$ cat config.mk
export PLATFORM = sky130hd
export DESIGN_NAME = multicycle_controller_flat
export DESIGN_NICKNAME = d
export VERILOG_FILES = /design/src/rtl/multicycle_controller_pkg.sv /design/src/rtl/multicycle_controller_if.sv /design/src/rtl/multicycle_controller_alu_decoder.sv /design/src/rtl/multicycle_controller.sv /design/src/flat_wrapper.sv
export SDC_FILE = /design/constraint.sdc
export NUM_CORES = 1
export LEC_CHECK = 0
export BUFFER_PORTS_ARGS = -buffer_cell sky130_fd_sc_hd__buf_2
export CAP_MARGIN = 10
export CORE_MARGIN = 1.5
export CORE_UTILIZATION = 41
export CTS_BUF_LIST = sky130_fd_sc_hd__clkbuf_16
export DETAILED_ROUTE_END_ITERATION = 8
export PLACE_DENSITY = 0.69
export RECOVER_POWER = 100
export SLEW_MARGIN = 20
export SYNTH_ARGS = -nofsm -noshare
export SYNTH_HDL_FRONTEND = slang
export SYNTH_SLANG_ARGS = --single-unit
$ cat constraint.sdc
create_clock -name clk -period 2.5 [get_ports clk]
set_input_delay 0.5 -clock clk [delete_from_list [all_inputs] [get_ports clk]]
set_output_delay 0.5 -clock clk [all_outputs]
set_load 0.005 [all_outputs]
$ cat src/rtl/multicycle_controller_pkg.sv
// Shared encodings for the multicycle RV32I controller: states, opcodes,
// ALU operations, datapath select codes and trap causes.
package multicycle_controller_pkg;

  typedef enum logic [3:0] {
    S_FETCH    = 4'd0,
    S_DECODE   = 4'd1,
    S_MEMADR   = 4'd2,
    S_MEMREAD  = 4'd3,
    S_MEMWB    = 4'd4,
    S_MEMWRITE = 4'd5,
    S_EXECR    = 4'd6,
    S_EXECI    = 4'd7,
    S_ALUWB    = 4'd8,
    S_TRAP     = 4'd9
  } state_e;

  typedef enum logic {
    ALUOP_ADD   = 1'b0,
    ALUOP_FUNCT = 1'b1
  } alu_op_e;

  localparam logic [6:0] OP_LW = 7'b0000011;
  localparam logic [6:0] OP_SW = 7'b0100011;
  localparam logic [6:0] OP_R  = 7'b0110011;
  localparam logic [6:0] OP_I  = 7'b0010011;

  localparam logic [2:0] ALU_ADD = 3'b000;
  localparam logic [2:0] ALU_SUB = 3'b001;
  localparam logic [2:0] ALU_AND = 3'b010;
  localparam logic [2:0] ALU_OR  = 3'b011;
  localparam logic [2:0] ALU_SLT = 3'b101;

  localparam logic [1:0] RES_ALUOUT    = 2'b00;
  localparam logic [1:0] RES_DATA      = 2'b01;
  localparam logic [1:0] RES_ALURESULT = 2'b10;

  localparam logic [1:0] SRCA_PC    = 2'b00;
  localparam logic [1:0] SRCA_OLDPC = 2'b01;
  localparam logic [1:0] SRCA_RD1   = 2'b10;

  localparam logic [1:0] SRCB_RD2  = 2'b00;
  localparam logic [1:0] SRCB_IMM  = 2'b01;
  localparam logic [1:0] SRCB_FOUR = 2'b10;

  localparam logic [1:0] CAUSE_NONE    = 2'b00;
  localparam logic [1:0] CAUSE_ILLEGAL = 2'b01;
  localparam logic [1:0] CAUSE_TIMEOUT = 2'b10;

endpackage

$ cat src/rtl/multicycle_controller_if.sv
// Controller <-> datapath/memory signal bundle. master = controller side.
interface multicycle_controller_if #(
  parameter int unsigned CNT_W = 32
) ();
  logic [6:0]       op;
  logic [2:0]       funct3;
  logic             funct7b5;
  logic             mem_ready;
  logic             mem_req;
  logic             MemWrite;
  logic             IRWrite;
  logic             PCWrite;
  logic             AdrSrc;
  logic             RegWrite;
  logic [1:0]       ResultSrc;
  logic [1:0]       ALUSrcA;
  logic [1:0]       ALUSrcB;
  logic [2:0]       ALUControl;
  logic             ImmSrc;
  logic             trap;
  logic [1:0]       trap_cause;
  logic [CNT_W-1:0] instr_count;

  modport master (
    input  op, funct3, funct7b5, mem_ready,
    output mem_req, MemWrite, IRWrite, PCWrite, AdrSrc, RegWrite, ResultSrc,
           ALUSrcA, ALUSrcB, ALUControl, ImmSrc, trap, trap_cause, instr_count
  );

  modport slave (
    output op, funct3, funct7b5, mem_ready,
    input  mem_req, MemWrite, IRWrite, PCWrite, AdrSrc, RegWrite, ResultSrc,
           ALUSrcA, ALUSrcB, ALUControl, ImmSrc, trap, trap_cause, instr_count
  );
endinterface

$ cat src/rtl/multicycle_controller_alu_decoder.sv
// ALU operation decode; illegal flags funct3 values the core does not implement.
module multicycle_controller_alu_decoder
  import multicycle_controller_pkg::*;
(
  input  alu_op_e    alu_op,
  input  logic       op_b5,
  input  logic [2:0] funct3,
  input  logic       funct7b5,
  output logic [2:0] alu_control,
  output logic       illegal
);

  logic [2:0] funct_ctrl;

  always_comb begin
    funct_ctrl = ALU_ADD;
    illegal    = 1'b0;
    case (funct3)
      3'b000:  funct_ctrl = (op_b5 && funct7b5) ? ALU_SUB : ALU_ADD;
      3'b010:  funct_ctrl = ALU_SLT;
      3'b110:  funct_ctrl = ALU_OR;
      3'b111:  funct_ctrl = ALU_AND;
      default: illegal    = 1'b1;
    endcase
    alu_control = (alu_op == ALUOP_FUNCT) ? funct_ctrl : ALU_ADD;
  end

endmodule

$ cat src/rtl/multicycle_controller.sv
// Moore control FSM for the multicycle RV32I core: sequencing, memory
// handshake with timeout, retired-instruction count and sticky trap.
//
// state      | meaning
// FETCH      | read instruction at PC, PC += 4
// DECODE     | classify opcode, OldPC + imm precomputed
// MEMADR     | rs1 + imm address for load/store
// MEMREAD    | load data read, wait for mem_ready
// MEMWB      | write load data to rd, retire
// MEMWRITE   | store write, retire on mem_ready
// EXECR      | rs1 op rs2
// EXECI      | rs1 op imm
// ALUWB      | write ALU result to rd, retire
// TRAP       | halted until reset
module multicycle_controller
  import multicycle_controller_pkg::*;
#(
  parameter int unsigned MEM_TIMEOUT = 16,
  parameter int unsigned CNT_W       = 32
) (
  input  logic                   clk,
  input  logic                   reset,
  multicycle_controller_if.master bus
);

  localparam int unsigned WAIT_W = $clog2(MEM_TIMEOUT + 1);

  state_e             state_q, state_d;
  logic [WAIT_W-1:0]  wait_q, wait_d;
  logic [1:0]         cause_q, cause_d;
  logic [CNT_W-1:0]   cnt_q, cnt_d;
  logic               in_mem, retire, illegal_funct;
  logic [2:0]         alu_control;
  alu_op_e            alu_op;

  assign alu_op = (state_q == S_EXECR || state_q == S_EXECI) ? ALUOP_FUNCT : ALUOP_ADD;
  assign in_mem = (state_q == S_FETCH) || (state_q == S_MEMREAD) || (state_q == S_MEMWRITE);

  multicycle_controller_alu_decoder u_alu_decoder (
    .alu_op      (alu_op),
    .op_b5       (bus.op[5]),
    .funct3      (bus.funct3),
    .funct7b5    (bus.funct7b5),
    .alu_control (alu_control),
    .illegal     (illegal_funct)
  );

  always_comb begin
    state_d = state_q;
    cause_d = cause_q;
    retire  = 1'b0;
    case (state_q)
      S_FETCH:    if (bus.mem_ready) state_d = S_DECODE;
      S_DECODE: begin
        case (bus.op)
          OP_LW, OP_SW: state_d = S_MEMADR;
          OP_R:         state_d = illegal_funct ? S_TRAP : S_EXECR;
          OP_I:         state_d = illegal_funct ? S_TRAP : S_EXECI;
          default:      state_d = S_TRAP;
        endcase
        if (state_d == S_TRAP) cause_d = CAUSE_ILLEGAL;
      end
      S_MEMADR:   state_d = (bus.op == OP_LW) ? S_MEMREAD : S_MEMWRITE;
      S_MEMREAD:  if (bus.mem_ready) state_d = S_MEMWB;
      S_MEMWB: begin
        retire  = 1'b1;
        state_d = S_FETCH;
      end
      S_MEMWRITE: if (bus.mem_ready) begin
        retire  = 1'b1;
        state_d = S_FETCH;
      end
      S_EXECR, S_EXECI: state_d = S_ALUWB;
      S_ALUWB: begin
        retire  = 1'b1;
        state_d = S_FETCH;
      end
      default:    state_d = S_TRAP;
    endcase

    // Counter stays zero outside a stalled memory state, so every entry starts clean.
    wait_d = '0;
    if (in_mem && !bus.mem_ready) begin
      if (wait_q == WAIT_W'(MEM_TIMEOUT - 1)) begin
        state_d = S_TRAP;
        cause_d = CAUSE_TIMEOUT;
      end else begin
        wait_d = wait_q + WAIT_W'(1);
      end
    end

    cnt_d = retire ? cnt_q + CNT_W'(1) : cnt_q;
  end

  always_ff @(posedge clk) begin
    if (reset) begin
      state_q <= S_FETCH;
      wait_q  <= '0;
      cause_q <= CAUSE_NONE;
      cnt_q   <= '0;
    end else begin
      state_q <= state_d;
      wait_q  <= wait_d;
      cause_q <= cause_d;
      cnt_q   <= cnt_d;
    end
  end

  always_comb begin
    bus.mem_req    = 1'b0;
    bus.MemWrite   = 1'b0;
    bus.IRWrite    = 1'b0;
    bus.PCWrite    = 1'b0;
    bus.AdrSrc     = 1'b0;
    bus.RegWrite   = 1'b0;
    bus.ResultSrc  = RES_ALUOUT;
    bus.ALUSrcA    = SRCA_PC;
    bus.ALUSrcB    = SRCB_RD2;
    bus.ALUControl = alu_control;
    bus.ImmSrc     = (bus.op == OP_SW);
    case (state_q)
      S_FETCH: begin
        bus.mem_req = 1'b1;
        if (bus.mem_ready) begin
          bus.IRWrite   = 1'b1;
          bus.PCWrite   = 1'b1;
          bus.ALUSrcA   = SRCA_PC;
          bus.ALUSrcB   = SRCB_FOUR;
          bus.ResultSrc = RES_ALURESULT;
        end
      end
      S_DECODE: begin
        bus.ALUSrcA = SRCA_OLDPC;
        bus.ALUSrcB = SRCB_IMM;
      end
      S_MEMADR, S_EXECI: begin
        bus.ALUSrcA = SRCA_RD1;
        bus.ALUSrcB = SRCB_IMM;
      end
      S_MEMREAD: begin
        bus.mem_req = 1'b1;
        bus.AdrSrc  = 1'b1;
      end
      S_MEMWB: begin
        bus.ResultSrc = RES_DATA;
        bus.RegWrite  = 1'b1;
      end
      S_MEMWRITE: begin
        bus.mem_req  = 1'b1;
        bus.AdrSrc   = 1'b1;
        bus.MemWrite = bus.mem_ready;
      end
      S_EXECR: begin
        bus.ALUSrcA = SRCA_RD1;
        bus.ALUSrcB = SRCB_RD2;
      end
      S_ALUWB: begin
        bus.ResultSrc = RES_ALUOUT;
        bus.RegWrite  = 1'b1;
      end
      default: ;
    endcase
  end

  assign bus.trap        = (state_q == S_TRAP);
  assign bus.trap_cause  = cause_q;
  assign bus.instr_count = cnt_q;

endmodule

$ cat src/flat_wrapper.sv
// flat-port wrapper written by rule: the top's interface ports become plain ports
module multicycle_controller_flat import multicycle_controller_pkg::*;
#(
  parameter int unsigned MEM_TIMEOUT = 16,
  parameter int unsigned CNT_W       = 32
)
  (clk, reset, bus_op, bus_funct3, bus_funct7b5, bus_mem_ready, bus_mem_req, bus_MemWrite, bus_IRWrite, bus_PCWrite, bus_AdrSrc, bus_RegWrite, bus_ResultSrc, bus_ALUSrcA, bus_ALUSrcB, bus_ALUControl, bus_ImmSrc, bus_trap, bus_trap_cause, bus_instr_count);
  multicycle_controller_if #(.CNT_W(CNT_W)) bus_i ();
  input  logic clk;
  input  logic reset;
  input wire logic [$bits(bus_i.op)-1:0] bus_op;
  input wire logic [$bits(bus_i.funct3)-1:0] bus_funct3;
  input wire logic [$bits(bus_i.funct7b5)-1:0] bus_funct7b5;
  input wire logic [$bits(bus_i.mem_ready)-1:0] bus_mem_ready;
  output wire logic [$bits(bus_i.mem_req)-1:0] bus_mem_req;
  output wire logic [$bits(bus_i.MemWrite)-1:0] bus_MemWrite;
  output wire logic [$bits(bus_i.IRWrite)-1:0] bus_IRWrite;
  output wire logic [$bits(bus_i.PCWrite)-1:0] bus_PCWrite;
  output wire logic [$bits(bus_i.AdrSrc)-1:0] bus_AdrSrc;
  output wire logic [$bits(bus_i.RegWrite)-1:0] bus_RegWrite;
  output wire logic [$bits(bus_i.ResultSrc)-1:0] bus_ResultSrc;
  output wire logic [$bits(bus_i.ALUSrcA)-1:0] bus_ALUSrcA;
  output wire logic [$bits(bus_i.ALUSrcB)-1:0] bus_ALUSrcB;
  output wire logic [$bits(bus_i.ALUControl)-1:0] bus_ALUControl;
  output wire logic [$bits(bus_i.ImmSrc)-1:0] bus_ImmSrc;
  output wire logic [$bits(bus_i.trap)-1:0] bus_trap;
  output wire logic [$bits(bus_i.trap_cause)-1:0] bus_trap_cause;
  output wire logic [$bits(bus_i.instr_count)-1:0] bus_instr_count;
  assign bus_i.op = bus_op;
  assign bus_i.funct3 = bus_funct3;
  assign bus_i.funct7b5 = bus_funct7b5;
  assign bus_i.mem_ready = bus_mem_ready;
  assign bus_mem_req = bus_i.mem_req;
  assign bus_MemWrite = bus_i.MemWrite;
  assign bus_IRWrite = bus_i.IRWrite;
  assign bus_PCWrite = bus_i.PCWrite;
  assign bus_AdrSrc = bus_i.AdrSrc;
  assign bus_RegWrite = bus_i.RegWrite;
  assign bus_ResultSrc = bus_i.ResultSrc;
  assign bus_ALUSrcA = bus_i.ALUSrcA;
  assign bus_ALUSrcB = bus_i.ALUSrcB;
  assign bus_ALUControl = bus_i.ALUControl;
  assign bus_ImmSrc = bus_i.ImmSrc;
  assign bus_trap = bus_i.trap;
  assign bus_trap_cause = bus_i.trap_cause;
  assign bus_instr_count = bus_i.instr_count;
  multicycle_controller #(.MEM_TIMEOUT(MEM_TIMEOUT), .CNT_W(CNT_W)) u_core (.clk(clk), .reset(reset), .bus(bus_i));
endmodule
* Word level (Yosys, flattened, before mapping)
Index checks and enable logic that the tools add are counted.
W data, S select, Z words.
** Word-level totals
- Register bits :: 43
- Latch bits :: 0
- Bits in writable memories :: 0
- Bits in read-only memories :: 0
- Input bits :: 14
- Output and inout port bits :: 51
- Word-level logic and storage cells :: 72
- Memories :: 0
** Operators by class
- $add $sub $neg :: 2
- Multipliers :: 0
- Divide/modulo/power cells :: 0
- $lt $le $gt $ge :: 0
- Equality and inequality tests :: 18
- Shifts and indexed selects :: 0
- Multiplexer cells :: 30
- Bitwise logic cells :: 1
- Reduce and logical (&&, ||, !) cells :: 17
** Operators with widths (number)
- $add A32 B1 Y32 const B :: 1
- $mux W4 :: 8
- $pmux W4 S7 :: 1
- $eq A4 B3 Y1 const B :: 4
- $eq A7 B6 Y1 const B :: 2
- $eq A4 B4 Y1 const B :: 3
- $pmux W2 S2 :: 3
- $pmux W3 S4 :: 1
- $pmux W4 S3 :: 1
- $reduce_or A3 Y1 :: 4
- $mux W2 :: 5
- $eq A4 B2 Y1 const B :: 2
- $mux W1 :: 8
- $reduce_or A2 Y1 :: 4
- $eq A7 B2 Y1 const B :: 1
- $eq A7 B5 Y1 const B :: 1
- $eq A3 B3 Y1 const B :: 2
- $mux W3 :: 2
- $add A5 B1 Y5 const B :: 1
- $eq A5 B4 Y1 const B :: 1
- $eq A4 B1 Y1 const B :: 1
- $logic_not A4 Y1 :: 1
- $reduce_or A4 Y1 :: 1
- $eq A3 B2 Y1 const B :: 1
- other kinds (6) :: 9

* Longest topological paths before layout
Gate-level depths: netlist (run 1).
- Depth in word-level cells :: 10
- Depth in mapped cells :: 8
- Gate-level depth less buffers :: 8

* Cells and area by module
Synthesis (run 1) repeated with hierarchy kept, for this count alone.
** Unflattened totals
- Cells, all modules :: 302
- Area, all modules :: 2403.6 um^2
** By module, submodules not included
- multicycle_controller :: instances 1, cells an instance 294, area each 2358.5 um^2, seq. area each 860.8 um^2
- multicycle_controller_alu_decoder :: instances 1, cells an instance 8, area each 45.0 um^2, seq. area each 0.0 um^2

* Worst setup path before layout (run 1)
OpenSTA, ideal clock, no wires.
- Path kind :: input to register
- From :: input port bus_op[3]
- To :: register u_core.state_q[1]
- Library setup time :: 91 ps
- Arrival :: 1764 ps
- Data required time :: 2409 ps
- Setup slack :: 645 ps
- Cell stages on the path :: 4
- Buffers on the path :: 0
- Path through :: or4_1 -> nor3_2 -> or3b_1 -> a311oi_1
** On the way
- Word-level cells in the longest chain between the ends :: 7
- Elaborated cells between the ends (all ways) :: 11
- Classes of those cells :: eq/ne: 4; mux: 6; reduce/logical: 1
** RTL lines
- start, declared :: line flat_wrapper.sv:11 : input wire logic [$bits(bus_i.op)-1:0] bus_op;
- $eq A7 B6 Y1 / $eq A7 B2 Y1 (equally long branches) :: line multicycle_controller.sv:55, multicycle_controller.sv:63
- $reduce_or A2 Y1 :: line multicycle_controller.sv:55 : case (bus.op)
- $pmux W4 S3 :: line multicycle_controller.sv:55
- $mux W4 :: line multicycle_controller.sv:52 : case (state_q)
- $pmux W4 S7 * :: line multicycle_controller.sv:52
- $mux W4 :: line multicycle_controller.sv:84 : if (wait_q == WAIT_W'(MEM_TIMEOUT - 1)) begin
- $mux W4 * :: line multicycle_controller.sv:83 : if (in_mem && !bus.mem_ready) begin
- end signal, assigned :: line multicycle_controller.sv:102 : state_q <= state_d;
- end, declared :: line multicycle_controller.sv:28 : state_e state_q, state_d;
Mark *: on every way between the ends. The rest lies on a longest branch, timed or not. The select of a mux whose other input is x is not followed.
A chain may end at the register's enable or synchronous reset.

* Worst setup path in the final report (run 1)
- From :: register u_core.state_q[2]
- To :: output port bus_ALUControl[2]
** On the way
- Word-level cells in the longest chain between the ends :: 4
- Elaborated cells between the ends (all ways) :: 5
- Classes of those cells :: eq/ne: 2; mux: 2; reduce/logical: 1
** RTL lines
- $eq A4 B3 Y1 :: line multicycle_controller.sv:36 : assign alu_op = (state_q == S_EXECR || state_q == S_EXECI) ? ALUOP_FUNCT : ALUOP_ADD;
- $logic_or A1 B1 Y1 * :: line multicycle_controller.sv:36
- $mux W1 * :: line multicycle_controller.sv:36
- $mux W3 * :: line multicycle_controller_alu_decoder.sv:25 : alu_control = (alu_op == ALUOP_FUNCT) ? funct_ctrl : ALU_ADD;
- end, declared :: line flat_wrapper.sv:24 : output wire logic [$bits(bus_i.ALUControl)-1:0] bus_ALUControl;
Mark *: on every way between the ends. The rest lies on a longest branch, timed or not.

==> results of run 1 <==
## critical path, cell delays in order (launching register included)
cell      delay (ns)
dfxtp_1         0.46
clkbuf_1        0.37
nand3b_1        0.23
nor4_1          0.23
clkbuf_1        0.15
## timing repair
action / 4_1_cts / 5_1_grt
setup endpoints to repair: 0 / 1
gates resized for setup: 0 / 1
setup buffers: 0 / 0
## path summary, 6_finish.rpt
check | from | endpoint | slack [ns]
worst max register to register | u_core.state_q[3]$_SDFF_PP0_ | u_core.bus.instr_count[31]$_SDFFE_PP0P_ | 0.41
worst min register to register | u_core.wait_q[0]$_SDFF_PP0_ | u_core.wait_q[0]$_SDFF_PP0_ | 0.45
worst min-delay path | u_core.wait_q[0]$_SDFF_PP0_ | u_core.wait_q[0]$_SDFF_PP0_ | 0.45
worst max-delay path | u_core.state_q[2]$_SDFF_PP0_ | bus_ALUControl[2] | 0.29
## final cells by class
type | count | area, sq um | area share (%)
clock buffer | 5 | 125.1 | 4.496
multi-input combinational | 220 | 1320 | 47.44
timing repair buffer | 71 | 331.6 | 11.92
clock inverter | 3 | 12.51 | 0.4496
sequential | 43 | 862.1 | 30.98
tap | 72 | 90.09 | 3.237
inverter | 11 | 41.29 | 1.484
## per-stage QoR
step	instance area (sq um)	total power, mW
3_5_place_dp	2698	0.9466
5_1_grt	2783	1.614
3_3_place_gp	2698	0.9437
2_1_floorplan	2330	0.8818
4_1_cts	2835	1.552
6_report	2783	1.532
## flip-flops by register name (all words and copies together) (netlist names)
| name | count |
|---|---|
| u_core.state_q | 4 |
| u_core.bus.trap_cause | 2 |
| u_core.bus.instr_count | 32 |
| u_core.wait_q | 5 |
## where the power goes
| group | switching [mW] | leakage, nW | internal [mW] |
|---|---|---|---|
| clock | 0.247 | 0.0762 | 0.361 |
| combinational | 0.108 | 0.632 | 0.0799 |
| sequential | 0.0347 | 0.347 | 0.702 |
## cell families after synthesis
kind of cell             count (synthesis)
AND/OR/NAND/NOR                        148
flip-flops                              43
multiplexers                             1
AO/OA/AOI/OAI                           45
buffers and inverters                   31
adder cells (fa/ha/maj)                  3
XOR/XNOR                                23
## cell usage in the layout, fill, tap and decap left out, types with 13 or more instances in the layout
cell      instances
a21oi_1          20
buf_2            42
clkbuf_1         25
dfxtp_1          42
inv_1            13
nand2_1          14
nand4_1          22
nor2_1           38
o21ai_0          13
xor2_1           16
## per-layer routing
metal | share of wire (%) | GRT usage, %
met4 | 1.2 | 5.893
met1 | 49 | 21.16
met3 | 5.1 | 4.302
met5 | 0 | 0
met2 | 45 | 29.39
==> impl_metrics.env, run 1 <==
export IMPL_status="completed"
export IMPL_setup_tns_ns=0
export IMPL_die_width_um=78.38
export IMPL_slew_viol_final=0
export IMPL_insertion_delay_ns=0.28
export IMPL_reg2reg_depth=6
export IMPL_synth_simple_area_share_pct=35.23
export IMPL_grt_pass1_wl_mm=8.618
export IMPL_dp_cells=417
export IMPL_first_global_vias=1985
export IMPL_fin_util_pct=50.53
export IMPL_antenna_cells=0
export IMPL_drt_wirelength_per_cell_um=12.43
export IMPL_place_gp_congestion=0.7705
export IMPL_wl_mm=5.282
export IMPL_cts_hold_buf=0
export IMPL_worst_slew_pin_slew_ns=0.7158
export IMPL_synth_nets=311
export IMPL_async_flop_share_pct=0
export IMPL_nets=369
export IMPL_layout_drive_gt1_share_pct=16.15
export IMPL_die_h_um=78.38
export IMPL_coreArea_sq_mm=0.005507
export IMPL_crit_path_end_kind="output pin"
export IMPL_hold_ws_ns=0.4509
export IMPL_max_cap_violations=0
export IMPL_synth_seq_area_share_pct=36.95
export IMPL_area_growth_pct=19.44
export IMPL_die_area_sq_mm=0.006143
export IMPL_synthXorXnorAreaFrac_pct=8.647
export IMPL_fin_crit_sh_pct=88.33
export IMPL_synth_most_common_cell="dfxtp_1"
export IMPL_grt_max_degree=41
export IMPL_cts_buffer_depth=2
export IMPL_synth_top_family_by_area="simple AND/OR/NAND/NOR gates"
export IMPL_cts_root_buf="clkbuf_16"
export IMPL_worst_slack_ns=0.2919
export IMPL_synth_edf_count=0
export IMPL_drc=0
export IMPL_critPathArrivalTime_ns=1.71
export IMPL_antenna_found_initial=0
export IMPL_leakage_nw=1.056
export IMPL_synthMuxAreaShare_pct=0.4296
export IMPL_start_util_pct=42.31
export IMPL_synth_top_area_cell="dfxtp_1"
export IMPL_synth_seq_cells=43
export IMPL_h_tree_depth=2
export IMPL_setup_viol=0
export IMPL_drt_pass1_iterations=4
export IMPL_num_vias=2279
export IMPL_crit_fanout=11
export IMPL_synth_top_cell_area_share_pct=36.95
export IMPL_slew_limit_headroom_pct=52.28
export IMPL_path_class="reg2out"
export IMPL_synth_top_cells_by_count="43 x dfxtp_1, 38 x nor2_1, 20 x a21oi_1, 20 x nand4_1, 16 x xor2_1"
export IMPL_pre_cts_slack_ns=0.4218
export IMPL_powerDensity_mw_per_mm2=550.6
export IMPL_viasPerCell=5.362
export IMPL_worstPathRequired_ns=2.00
export IMPL_vdd_drop_max_uv=373.8
export IMPL_cts_tree="built"
export IMPL_fmax_ghz=0.4529
export IMPL_cts_buffers=5
export IMPL_synthCells=294
export IMPL_stdcell_count=425
export IMPL_clk_pin_slew_worst_paths_ns=0.05
export IMPL_numClockSinks=43
export IMPL_pin_count=65
export IMPL_finClkSkew_ns=0.009249
export IMPL_num_rows=27
export IMPL_hold_depth=1
export IMPL_syn_avg_cell_area_sq_um=7.924
export IMPL_fin_crit_ns=2.208
export IMPL_netlist_top_cells_area="dfxtp_1 37%, nor2_1 6.1%, xor2_1 6.0%, nand4_1 5.4%, a21oi_1 4.3%"
export IMPL_start_kind="register"
export IMPL_synth_cell_type_count=43
export IMPL_syn_area_sq_mm=0.002330
export IMPL_nFillCells=558
export IMPL_ys_warn_count=0
export IMPL_grt_setup_unrepaired="false"
export IMPL_synth_fa_ha_area_share_pct=1.611
export IMPL_hp_class="reg2reg"
export IMPL_dp_hpwl_mm=3.659
export IMPL_drt_initial_drc_count=175
export IMPL_ant_nets=0
export IMPL_grt_ovfl_total=0
export IMPL_finalHoldViolCount=0
export IMPL_synth_compound_area_share_pct=11.28
export IMPL_ys_flop_type="dfxtp_1"
export IMPL_numPortBuffers=64
export IMPL_grtUsageTotal_pct=17.26
Power figures use the tool's default switching activity.
==> run 2: changes to the inputs <==
--- a/config.mk
+++ b/config.mk
@@ -7,6 +7,7 @@
 export LEC_CHECK = 0
 export BUFFER_PORTS_ARGS = -buffer_cell sky130_fd_sc_hd__buf_2
 export CAP_MARGIN = 10
+export CORE_ASPECT_RATIO = 0.8
 export CORE_MARGIN = 1.5
 export CORE_UTILIZATION = 41
 export CTS_BUF_LIST = sky130_fd_sc_hd__clkbuf_16
==> constraint.sdc (replaced) <==
create_clock -name clk -period 2.5 [get_ports clk]
set_input_delay 0.5 -clock clk [delete_from_list [all_inputs] [get_ports clk]]
set_output_delay 0.5 -clock clk [all_outputs]
set_load 0.05 [all_outputs]
==> run 2 against run 1 <==
Total power rose by 8.6%. First-iteration DRC count down 41%. Clock-buffer cell count unchanged. Register-to-register slack worse by 0.04 ns. Design area up 0.76%. Final cell count increased by 1.6%. Critical endpoint is now bus_mem_req. Sequential power shrank 1%. Maximum frequency down 4.1%. Sequential cell count did not move. Critical path type unchanged.
==> impl_metrics.env, run 2 (synthesis results as in run 1) <==
export IMPL_fin_crit_sh_pct=92.07
export IMPL_cts_buffers=5
export IMPL_slew_viol_final=0
export IMPL_setup_viol=0
export IMPL_h_tree_depth=2
export IMPL_worstPathCellList="or3_1 > a21oi_1 > clkbuf_2"
export IMPL_vdd_drop_max_uv=245.6
export IMPL_numPortBuffers=64
export IMPL_leakage_nw=0.9746
export IMPL_finalPower_mw=1.664
export IMPL_area_growth_pct=20.35
export IMPL_dp_hpwl_mm=3.891
export IMPL_num_vias=2251
export IMPL_grt_max_degree=41
export IMPL_die_area_sq_mm=0.006146
export IMPL_ant_nets=0
export IMPL_nFillCells=546
export IMPL_cpPeakStageDelay_ns=0.44
export IMPL_fin_crit_ns=2.302
export IMPL_crit_path_end_kind="output pin"
export IMPL_mostFrequentLayoutCells="43 x clkbuf_1, 42 x dfxtp_1, 38 x nor2_1, 22 x nand4_1, 20 x a21oi_1"
export IMPL_cts_root_buf="clkbuf_16"
export IMPL_viasPerCell=5.211
export IMPL_place_gp_congestion=0.8583
export IMPL_cts_tree="built"
export IMPL_finClkSkew_ns=0.009093
export IMPL_final_common_cell="clkbuf_1"
export IMPL_numClockSinks=43
export IMPL_rrSetupSlack_ns=0.37
export IMPL_grtUsageTotal_pct=18.55
export IMPL_cts_buffer_depth=2
export IMPL_grt_pass1_wl_mm=9.032
export IMPL_antenna_found_initial=0
export IMPL_cpMaxStageDelayCell="dfxtp_1"
export IMPL_path_class="reg2out"
export IMPL_crit_fanout=14
export IMPL_fin_util_pct=51.30
export IMPL_slew_limit_headroom_pct=49.39
export IMPL_nets=370
export IMPL_hold_ws_ns=0.4466
export IMPL_grt_setup_unrepaired="false"
export IMPL_hp_class="reg2reg"
export IMPL_clk_pin_slew_worst_paths_ns=0.05
export IMPL_status="completed"
export IMPL_critPathArrivalTime_ns=1.80
export IMPL_start_util_pct=42.63
export IMPL_crit_family="flip-flops"
export IMPL_fmax_ghz=0.4344
export IMPL_coreArea_sq_mm=0.005465
export IMPL_path_buf_inv=1
export IMPL_insertion_delay_ns=0.28
export IMPL_cts_hold_buf=0
export IMPL_worstPathRequired_ns=2.00
export IMPL_die_h_um=70.42
export IMPL_layout_drive_gt1_share_pct=12.15
export IMPL_finalHoldViolCount=0
export IMPL_powerDensity_mw_per_mm2=593.6
export IMPL_num_rows=24
export IMPL_first_global_vias=1919
export IMPL_drt_initial_drc_count=104
export IMPL_drc=0
export IMPL_start_kind="register"
export IMPL_drt_wirelength_per_cell_um=12.60
export IMPL_wl_mm=5.444
export IMPL_largest_reg_flops=32
export IMPL_antenna_cells=0
export IMPL_die_width_um=87.28
export IMPL_drt_pass1_iterations=4
export IMPL_max_cap_violations=0
export IMPL_grt_ovfl_total=0
export IMPL_worst_slew_pin_slew_ns=0.7592
export IMPL_pin_count=65
run 2: cell type report:
class | instances | area [sq um] | share of cell area [%]
Timing Repair Buffer | 72 | 324.1 | 11.56
Clock inverter | 3 | 11.26 | 0.4016
Inverter | 11 | 41.29 | 1.473
Sequential cell | 43 | 862.1 | 30.75
Multi-Input combinational cell | 220 | 1343 | 47.88
Tap cell | 78 | 97.59 | 3.481
Clock buffer | 5 | 125.1 | 4.462
run 2: power breakdown:
group          leakage [nW]  internal, mW  switching, mW
clock network        0.0701         0.359          0.245
registers             0.348         0.701         0.0250
logic                 0.557        0.0864          0.248
total                 0.975          1.15          0.517
run 2: path summary, 6_finish.rpt:
| kind | start | endpoint | cells past startpoint |
|---|---|---|---|
| max | u_core.state_q[0]$_SDFF_PP0_ | bus_mem_req | 3 |
| min | u_core.wait_q[0]$_SDFF_PP0_ | u_core.wait_q[0]$_SDFF_PP0_ | 1 |
| max reg2reg | u_core.bus.instr_count[3]$_SDFFE_PP0P_ | u_core.bus.instr_count[31]$_SDFFE_PP0P_ | 6 |
| min reg2reg | u_core.wait_q[0]$_SDFF_PP0_ | u_core.wait_q[0]$_SDFF_PP0_ | 1 |
run 2: per-stage QoR:
stage | setup slack (ns) | instances | TNS (ns) | instance area (sq um)
4_1_cts | 0.1017 | 432 | 0 | 2877
3_5_place_dp | 0.3060 | 424 | 0 | 2740
2_1_floorplan | -0.04827 | 294 | -0.04827 | 2357
3_3_place_gp | 0.3830 | 424 | 0 | 2740
6_report | 0.1982 | 432 | 0 | 2804
5_1_grt | 0.07007 | 432 | 0 | 2804
run 2: what timing repair did:
action,in CTS,in global routing
endpoints found under the hold margin,0,0
endpoints found under the setup margin,0,1
setup buffers,0,0
resized for setup,0,1
run 2: per-layer routing:
metal,vias to the layer above,GRT usage (%),share of wire [%]
met1,1035,26.65,49
met3,6,5.910,6.2
met4,0,5.467,0.73
li1,1156,-,-
met2,54,26.32,44
met5,-,0,0
==> run 3: changes to the inputs <==
--- a/config.mk
+++ b/config.mk
@@ -9,10 +9,9 @@
 export CAP_MARGIN = 10
 export CORE_ASPECT_RATIO = 0.8
 export CORE_MARGIN = 1.5
-export CORE_UTILIZATION = 41
-export CTS_BUF_LIST = sky130_fd_sc_hd__clkbuf_16
+export CORE_UTILIZATION = 40
+export CTS_BUF_LIST = sky130_fd_sc_hd__clkbuf_8 sky130_fd_sc_hd__clkbuf_16
 export DETAILED_ROUTE_END_ITERATION = 8
-export PLACE_DENSITY = 0.69
 export RECOVER_POWER = 100
 export SLEW_MARGIN = 20
 export SYNTH_ARGS = -nofsm -noshare
==> run 3 against run 2 <==
Sequential cell count unchanged. Worst hold slack better by 0.0060 ns. Final cell count down 0.23%. First-iteration DRC count up 39%. Total power down 13%. Clock-buffer cell count unchanged. Clock power down 35%. Critical path type unchanged. Largest cell class unchanged. Largest power group unchanged. Highest routed layer unchanged.
==> impl_metrics.env, run 3 (synthesis results as in run 1) <==
export IMPL_nFillCells=601
export IMPL_grt_pass1_wl_mm=8.956
export IMPL_worstPathRequired_ns=2.00
export IMPL_final_common_cell="clkbuf_1"
export IMPL_slew_limit_headroom_pct=51.25
export IMPL_top_usage_layer="met1"
export IMPL_met3_usage_pct=4.147
export IMPL_first_global_vias=1931
export IMPL_stdcell_count=431
export IMPL_ant_nets=0
export IMPL_num_rows=24
export IMPL_die_area_sq_mm=0.006294
export IMPL_setup_viol=0
export IMPL_grtUsageMet2_pct=26.38
export IMPL_fmax_ghz=0.4414
export IMPL_nets=371
export IMPL_power_share_clock_pct=27.0
export IMPL_finalPower_mw=1.453
export IMPL_max_cap_violations=0
export IMPL_grt_setup_unrepaired="false"
export IMPL_powerDensity_mw_per_mm2=527.5
export IMPL_area_growth_pct=18.21
export IMPL_drt_initial_drc_count=145
export IMPL_cpMaxStageDelayCell="dfxtp_1"
export IMPL_insertion_delay_ns=0.29
export IMPL_hp_class="reg2reg"
export IMPL_finalHoldViolCount=0
export IMPL_cts_buffer_depth=2
export IMPL_fin_util_pct=49.84
export IMPL_pin_count=65
export IMPL_layout_drive_gt1_share_pct=12.46
export IMPL_coreArea_sq_mm=0.005525
export IMPL_antenna_cells=0
export IMPL_path_class="reg2out"
export IMPL_wl_mm=5.432
export IMPL_viasPerCell=5.234
export IMPL_status="completed"
export IMPL_die_width_um=88.33
export IMPL_p_seq_share_pct=50.4
export IMPL_worstPathCellList="buf_4 > nand2b_1 > nor3_2 > clkbuf_2"
export IMPL_cts_setup_buffers=0
export IMPL_fin_area_sq_mm=0.002754
export IMPL_drt_pass1_iterations=4
export IMPL_numClockSinks=43
export IMPL_die_h_um=71.26
export IMPL_swShare_pct=33.22
export IMPL_pre_cts_slack_ns=0.4085
export IMPL_cts_hold_buf=0
export IMPL_drc=0
export IMPL_fin_crit_sh_pct=90.61
export IMPL_use_met1_pct=26.83
export IMPL_start_util_pct=42.16
export IMPL_h_tree_depth=2
export IMPL_grt_ovfl_total=0
export IMPL_cts_buffers=5
export IMPL_place_area_sq_mm=0.002748
export IMPL_grt_max_degree=41
export IMPL_dp_cells=425
export IMPL_crit_path_end_kind="output pin"
export IMPL_cts_root_buf="clkbuf_8"
export IMPL_mostFrequentLayoutCells="44 x clkbuf_1, 42 x dfxtp_1, 38 x nor2_1, 22 x nand4_1, 20 x a21oi_1"
export IMPL_p_switching_uw=482.5
export IMPL_crit_fanout=13
export IMPL_clk_pin_slew_worst_paths_ns=0.07
export IMPL_cpPeakStageDelay_ns=0.40
export IMPL_intPower_uw=970.1
export IMPL_place_gp_congestion=0.7937
export IMPL_cts_tree="built"
export IMPL_fin_crit_ns=2.265
export IMPL_dp_hpwl_mm=3.931
export IMPL_drt_wirelength_per_cell_um=12.60
export IMPL_vdd_drop_max_uv=234.0
export IMPL_largest_reg_flops=32
export IMPL_pwr_share_comb_pct=22.6
export IMPL_finClkSkew_ns=0.004900
export IMPL_worst_slew_pin_slew_ns=0.7313
export IMPL_grtUsageTotal_pct=18.05
export IMPL_critPathArrivalTime_ns=1.77
export IMPL_num_vias=2256
export IMPL_start_kind="register"
export IMPL_leakage_nw=0.9498
export IMPL_slew_viol_final=0
export IMPL_worst_slack_ns=0.2347
export IMPL_antenna_found_initial=0
export IMPL_numPortBuffers=64
==> run 3: cell count changes in the layout (fill, tap and decap cells not counted), moves of 2 or more <==
cell       change
clkbuf_16      -5
buf_4          +2
clkinv_1       -2
clkbuf_8       +5
==> run 3: worst max-delay path, delay by kind of cell (launching register included) <==
family                 cells  cell delay [ns]
buffers and inverters      2             0.57
AND/OR/NAND/NOR            2             0.51
flip-flops                 1             0.40
==> run 3: cell type report <==
type	instances	area (sq um)	share of cell area [%]
Inverter	11	41.29	1.499
Timing Repair Buffer	73	332.8	12.09
Clock buffer	5	68.82	2.499
Multi-Input combinational cell	220	1348	48.93
Tap cell	78	97.59	3.544
Sequential cell	43	862.1	31.30
Clock inverter	1	3.754	0.1363
==> run 3: path summary, 6_finish.rpt <==
kind	startpoint	to	slack (ns)	depth (start not counted)
worst max register to register	u_core.state_q[3]$_SDFF_PP0_	u_core.bus.instr_count[30]$_SDFFE_PP0P_	0.43	5
worst min-delay path	u_core.wait_q[0]$_SDFF_PP0_	u_core.wait_q[0]$_SDFF_PP0_	0.45	1
worst min register to register	u_core.wait_q[0]$_SDFF_PP0_	u_core.wait_q[0]$_SDFF_PP0_	0.45	1
worst max-delay path	u_core.state_q[1]$_SDFF_PP0_	bus_ALUSrcA[0]	0.23	4
==> run 3: timing repair <==
item                       in CTS  in global routing
gates resized for setup         0                  1
hold endpoints to repair        0                  0
setup endpoints to repair       0                  1
==> run 3: through the flow <==
| stage | hold slack, ns | setup TNS, ns |
|---|---|---|
| floorplan | 0.4176 | -0.04827 |
| global placement | 0.4311 | 0 |
| detailed placement | 0.4405 | 0 |
| CTS | 0.4541 | 0 |
| global route | 0.4733 | 0 |
| finish | 0.4526 | 0 |
==> run 3: power groups by stage <==
stage	combinational, mW	clock [mW]	sequential (mW)
6_report	0.328	0.392	0.732
5_1_grt	0.352	0.442	0.735
4_1_cts	0.336	0.416	0.730
3_5_place_dp	0.335	0	0.747
3_3_place_gp	0.333	0	0.745
2_1_floorplan	0.256	0	0.751
==> run 3: metal layers <==
metal,vias up,wire length [um]
met5,-,0
met4,0,32
met3,5,253
met2,40,2334
met1,1055,2811
li1,1156,-
